[src/rtl/t_flip_flop_bank.sv]
`default_nettype none
// ============================================================================
// Module      : t_flip_flop_bank
// Description : Bank of WIDTH synchronous toggle flip-flops. With CHAIN=0
//               every cell toggles on its own request; with CHAIN=1 each
//               cell's toggle is qualified by a synchronous carry from the
//               cells below, so the bank counts up by one per edge when all
//               toggle requests are held high.
//
// Ports       : clk        - sole clock, all state updates on rising edge
//               rst        - synchronous active-high reset (q <= RESET_VALUE)
//               t          - per-cell toggle request
//               load       - synchronous parallel load strobe
//               d          - parallel load data
//               q          - registered cell state
//               q_n        - combinational complement of q
//               toggled    - registered mask of bits changed at last edge
//               carry_out  - next edge would toggle the top cell out of 1
//
// Priority    : rst > load > toggle
//
// Revision    : 1.0 - initial release
// ============================================================================
module t_flip_flop_bank #(
    parameter int unsigned      WIDTH       = 1,
    parameter logic [WIDTH-1:0] RESET_VALUE = '0,
    parameter bit               CHAIN       = 1'b0
) (
    input  logic             clk,
    input  logic             rst,
    input  logic [WIDTH-1:0] t,
    input  logic             load,
    input  logic [WIDTH-1:0] d,
    output logic [WIDTH-1:0] q,
    output logic [WIDTH-1:0] q_n,
    output logic [WIDTH-1:0] toggled,
    output logic             carry_out
);

    logic [WIDTH-1:0] r_q;
    logic [WIDTH-1:0] r_toggled;

    // Effective toggle enable per cell, evaluated as if load=0 and rst=0.
    logic [WIDTH-1:0] w_te;

    // The bottom cell is never gated by a carry.
    assign w_te[0] = t[0];

    genvar gi;
    generate
        for (gi = 1; gi < WIDTH; gi++) begin : g_cell
            if (CHAIN) begin : g_carry
                // A higher cell may only toggle when every cell below it is
                // both toggling and currently 1, i.e. the lower bits wrap.
                assign w_te[gi] = t[gi] & w_te[gi-1] & r_q[gi-1];
            end else begin : g_indep
                assign w_te[gi] = t[gi];
            end
        end
    endgenerate

    always_ff @(posedge clk) begin
        if (rst) begin
            r_q       <= RESET_VALUE;
            r_toggled <= '0;
        end else if (load) begin
            r_q       <= d;
            // Report which bits the load actually changed.
            r_toggled <= r_q ^ d;
        end else begin
            r_q       <= r_q ^ w_te;
            r_toggled <= w_te;
        end
    end

    assign q       = r_q;
    assign q_n     = ~r_q;
    assign toggled = r_toggled;

    // Wrap indication is only meaningful for a pure toggle edge, so it is
    // suppressed whenever reset or load would take priority at the edge.
    assign carry_out = w_te[WIDTH-1] & r_q[WIDTH-1] & ~rst & ~load;

endmodule
`default_nettype wire

[config.mk]
export PLATFORM = sky130hd
export DESIGN_NAME = t_flip_flop_bank
export DESIGN_NICKNAME = d
export VERILOG_FILES = /design/src/rtl/t_flip_flop_bank.sv
export SDC_FILE = /design/constraint.sdc
export NUM_CORES = 1
export LEC_CHECK = 0
export BUFFER_PORTS_ARGS = -buffer_cell sky130_fd_sc_hd__buf_2
export CAP_MARGIN = 20
export CORE_AREA = 2 2 39 41
export CTS_BUF_LIST = sky130_fd_sc_hd__clkbuf_4
export DETAILED_ROUTE_END_ITERATION = 12
export DIE_AREA = 0 0 41 43
export SYNTH_ARGS = -nofsm -noshare
export SYNTH_HDL_FRONTEND = slang
export SYNTH_SLANG_ARGS = --single-unit
[constraint.sdc]
create_clock -name clk -period 0.88 [get_ports clk]
set_input_delay 0.176 -clock clk [delete_from_list [all_inputs] [get_ports clk]]
set_output_delay 0.176 -clock clk [all_outputs]
set_load 0.01 [all_outputs]
Yosys cells after proc, flatten, opt, wreduce, memory -nomap -nowiden:

Index checks and enable logic that the tools add are counted.

* add/sub/neg operators: 0
* multipliers: 0
* divide/modulo/power cells: 0
* $lt $le $gt $ge: 0
* eq/ne operators: 0
* shift-type cells: 0
* multiplexer cells: 2
* bitwise gates (word level): 8
* reduce and logical (&&, ||, !) cells: 0

Operator list (count)
* $and 1x1->1: 3
* $not 1->1: 3
* $mux 1: 2
* $xor 1x1->1: 2

* flip-flop bits (word level): 2
* bits in latches: 0
* RAM bits: 0
* bits in read-only memories: 0
* input bits: 5
* output and inout bits: 4
* word-level logic and storage cells: 12
* memories: 0

Depth between registers and ports, before layout:

* depth after elaboration: 3
* gate-level depth with buffers: 3

Least setup slack after synthesis:

OpenSTA, ideal clock, no wires.

* path type: flip-flop to output port
* from: register r_q, in the netlist q
* to: output carry_out
* arrival: 0.882 ns
* required time: 0.704 ns
* slack: -0.178 ns
* cell stages (with the launch flop): 3
* cells stage by stage: dfxtp_1 -> ha_1 -> nor3b_1

* word-level cells in the longest chain between the ends: 3

RTL lines
* start, declared: line 40 `logic [WIDTH-1:0] r_q;`
* start signal, assigned: line 71 `r_q <= r_q ^ w_te;`
* $and 1x1->1 (3 in a row): line 82 `assign carry_out = w_te[WIDTH-1] & r_q[WIDTH-1] & ~rst & ~load;`
* end, declared: line 37 `output logic carry_out`

Every way passes these cells.

Worst setup path in the final report:

Same ends and word-level chain as after synthesis.

==> metrics.yaml <==
run_status:
  status: "finished with violations"
  violations: "negative setup slack"
final_layout:
  fin_util_pct: 19.5
  n_antenna_cell: 0
  drive_above_1_share_pct: 83.3
  area_delta_synth_final_pct: 163
  num-nets-final: 31
  layout.cells.non_filler: 40
  fillers: 153
  fin_area_sq_um: 270
floorplanning:
  die_y_microns: 43
  rows: 14
  fp.dieArea_sq_um: 1760
  ioPinCount: 9
  start_util_pct: 7.41
  die_x_microns: 41
  core-area_sq_um: 1380
setup_path:
  required_ps: 700
  path_max_fanout: 2
  crit_type: "flip-flop to output port"
  worstPathArrival_ps: 990
  start_kind: "flip-flop"
  end_kind: "output port"
synthesis:
  synth.distinct_cells: 8
  synth-seq-area-share_pct: 39.0
  netlist_area_sq_um: 103
  syn_area_per_cell_sq_um: 10.3
  synth_nets: 16
  synth-seq-cells: 2
  synth_cells: 10
  synth_warnings: 0
clock_network:
  cts.path.max_buffers: 2
  clkSinkCount: 2
  htree_levels: 1
  root_buffer: "clkbuf_4"
  cts_hold_buf: 0
  cts-buffers-inserted: 3
  clk_pin_slew_ps: 30
  cts_tree: "done"
  clock_latency_ps: 230
timing:
  setup_viol: 4
  fmax_mhz: 854
  grt_setup_unrepaired: "true"
  fin_crit_sh_pct: 133
  finalMaxSlewViolations: 0
  skew_ps: 7.12
  period_needed_ps: 1170
  worstMarginPinSlew_ps: 114
  fin_ws_ps: -291
  final_hold_viol_count: 0
  tns_ps: -658
  max_slew_margin_pct: 92.2
placement:
  dpl_cell_area_sq_um: 185
  port_buffers: 8
  dp.cells: 35
  gp_congestion: 0.418
  dpl_worst_slack_ps: -52.9
grt:
  grt_start_max_net_pins: 5
  grt_pass1_wl_microns: 524
  grt_pass1_vias: 146
  antenna_found_initial: 0
  grt.overflow.total: 0
  track_usage_pct: 5.81
route:
  drc: 0
  route.vias.total: 128
  drtIter0Drc: 0
  ant_nets: 0
  finalWirelength_microns: 363
  routed_via_density: 3.20
  dr.pass1.iters: 1
  wl_per_cell_microns: 9.08
power:
  p_leak_uw: 0.000122
  power_density_nw_per_um2: 1780
  peakVddDrop_v: 0.000226
hold_path:
  min_path_type: "input pin to flip-flop"
flow_run:
  max_cap_viol_count: 0
[placed cells by master, fill, tap and decap left out]
cell,instances
a211oi_2,1
buf_2,6
buf_4,1
buf_6,3
clkbuf_4,4
dfxtp_1,1
dfxtp_4,1
ha_4,1
inv_2,1
mux2i_1,1
nor2_1,2
nor3b_4,1
xnor2_4,1
[sequential cells by signal, summed over array words and instances (netlist names)]
name	count
q	1
toggled	1
[through the flow]
step / power (uW) / hold slack, ps
floorplan: 137 / 239
CTS: 498 / 169
global placement: 174 / 407
finish: 481 / 182
detailed placement: 176 / 413
global route: 527 / 180
[cell type report]
| class | count | area [sq um] | area share (%) |
|---|---|---|---|
| well taps | 16 | 20.0 | 7.41 |
| inverters | 1 | 3.75 | 1.39 |
| repair buffers | 10 | 71.3 | 26.4 |
| multi-input cells | 7 | 101 | 37.5 |
| clock buffers | 4 | 30.0 | 11.1 |
| flip-flops and latches | 2 | 43.8 | 16.2 |
[critical path, cell delays in order (launching register included)]
cell     delay [ps]
dfxtp_4         350
ha_4            110
nor3b_4         150
buf_2           150
[synth_stat cells (all sizes together)]
| cell type | number | area (sq um) |
|---|---|---|
| a211oi | 1 | 12.5 |
| dfxtp | 2 | 40.0 |
| ha | 1 | 12.5 |
| inv | 1 | 3.75 |
| mux2i | 1 | 10.0 |
| nor2 | 2 | 7.51 |
| nor3b | 1 | 7.51 |
| xnor2 | 1 | 8.76 |
[where the power goes]
group          total, uW  switching [uW]  leakage [uW]  internal, uW
Clock                262            62.5     0.0000184           200
Sequential           104            5.12     0.0000173          99.4
Combinational        114            48.4     0.0000863          65.4
Total                481             116      0.000122           364
[cell families after synthesis]
kind of cell / Yosys count / share of synthesized area [%]
AND/OR/NAND/NOR: 3 / 14.6
flip-flops: 2 / 39.0
AO/OA/AOI/OAI: 1 / 12.2
XOR/XNOR: 1 / 8.54
buffers and inverters: 1 / 3.66
multiplexers: 1 / 9.76
adder cells (fa/ha/maj): 1 / 12.2
[layer usage]
metal,up-vias,global-route usage [%],wire length [microns]
met5,-,0,0
li1,63,-,-
met4,0,12.0,17
met1,54,2.87,110
met2,9,8.75,201
met3,2,1.57,33
[final timing paths]
kind / startpoint / endpoint / slack [ps] / cells after the start
worst min register to register: q / q / 620 / 3
worst max register to register: q / toggled / -90 / 4
worst max-delay path: q / carry_out / -290 / 3
worst min-delay path: rst / q / 180 / 2
[repair_timing]
item,CTS,global route
buffers inserted,2,0
endpoints found under the setup margin,4,4
gates resized for setup,7,2
pin swaps,2,0
cloned,0,0
Power figures use the tool's default switching activity.
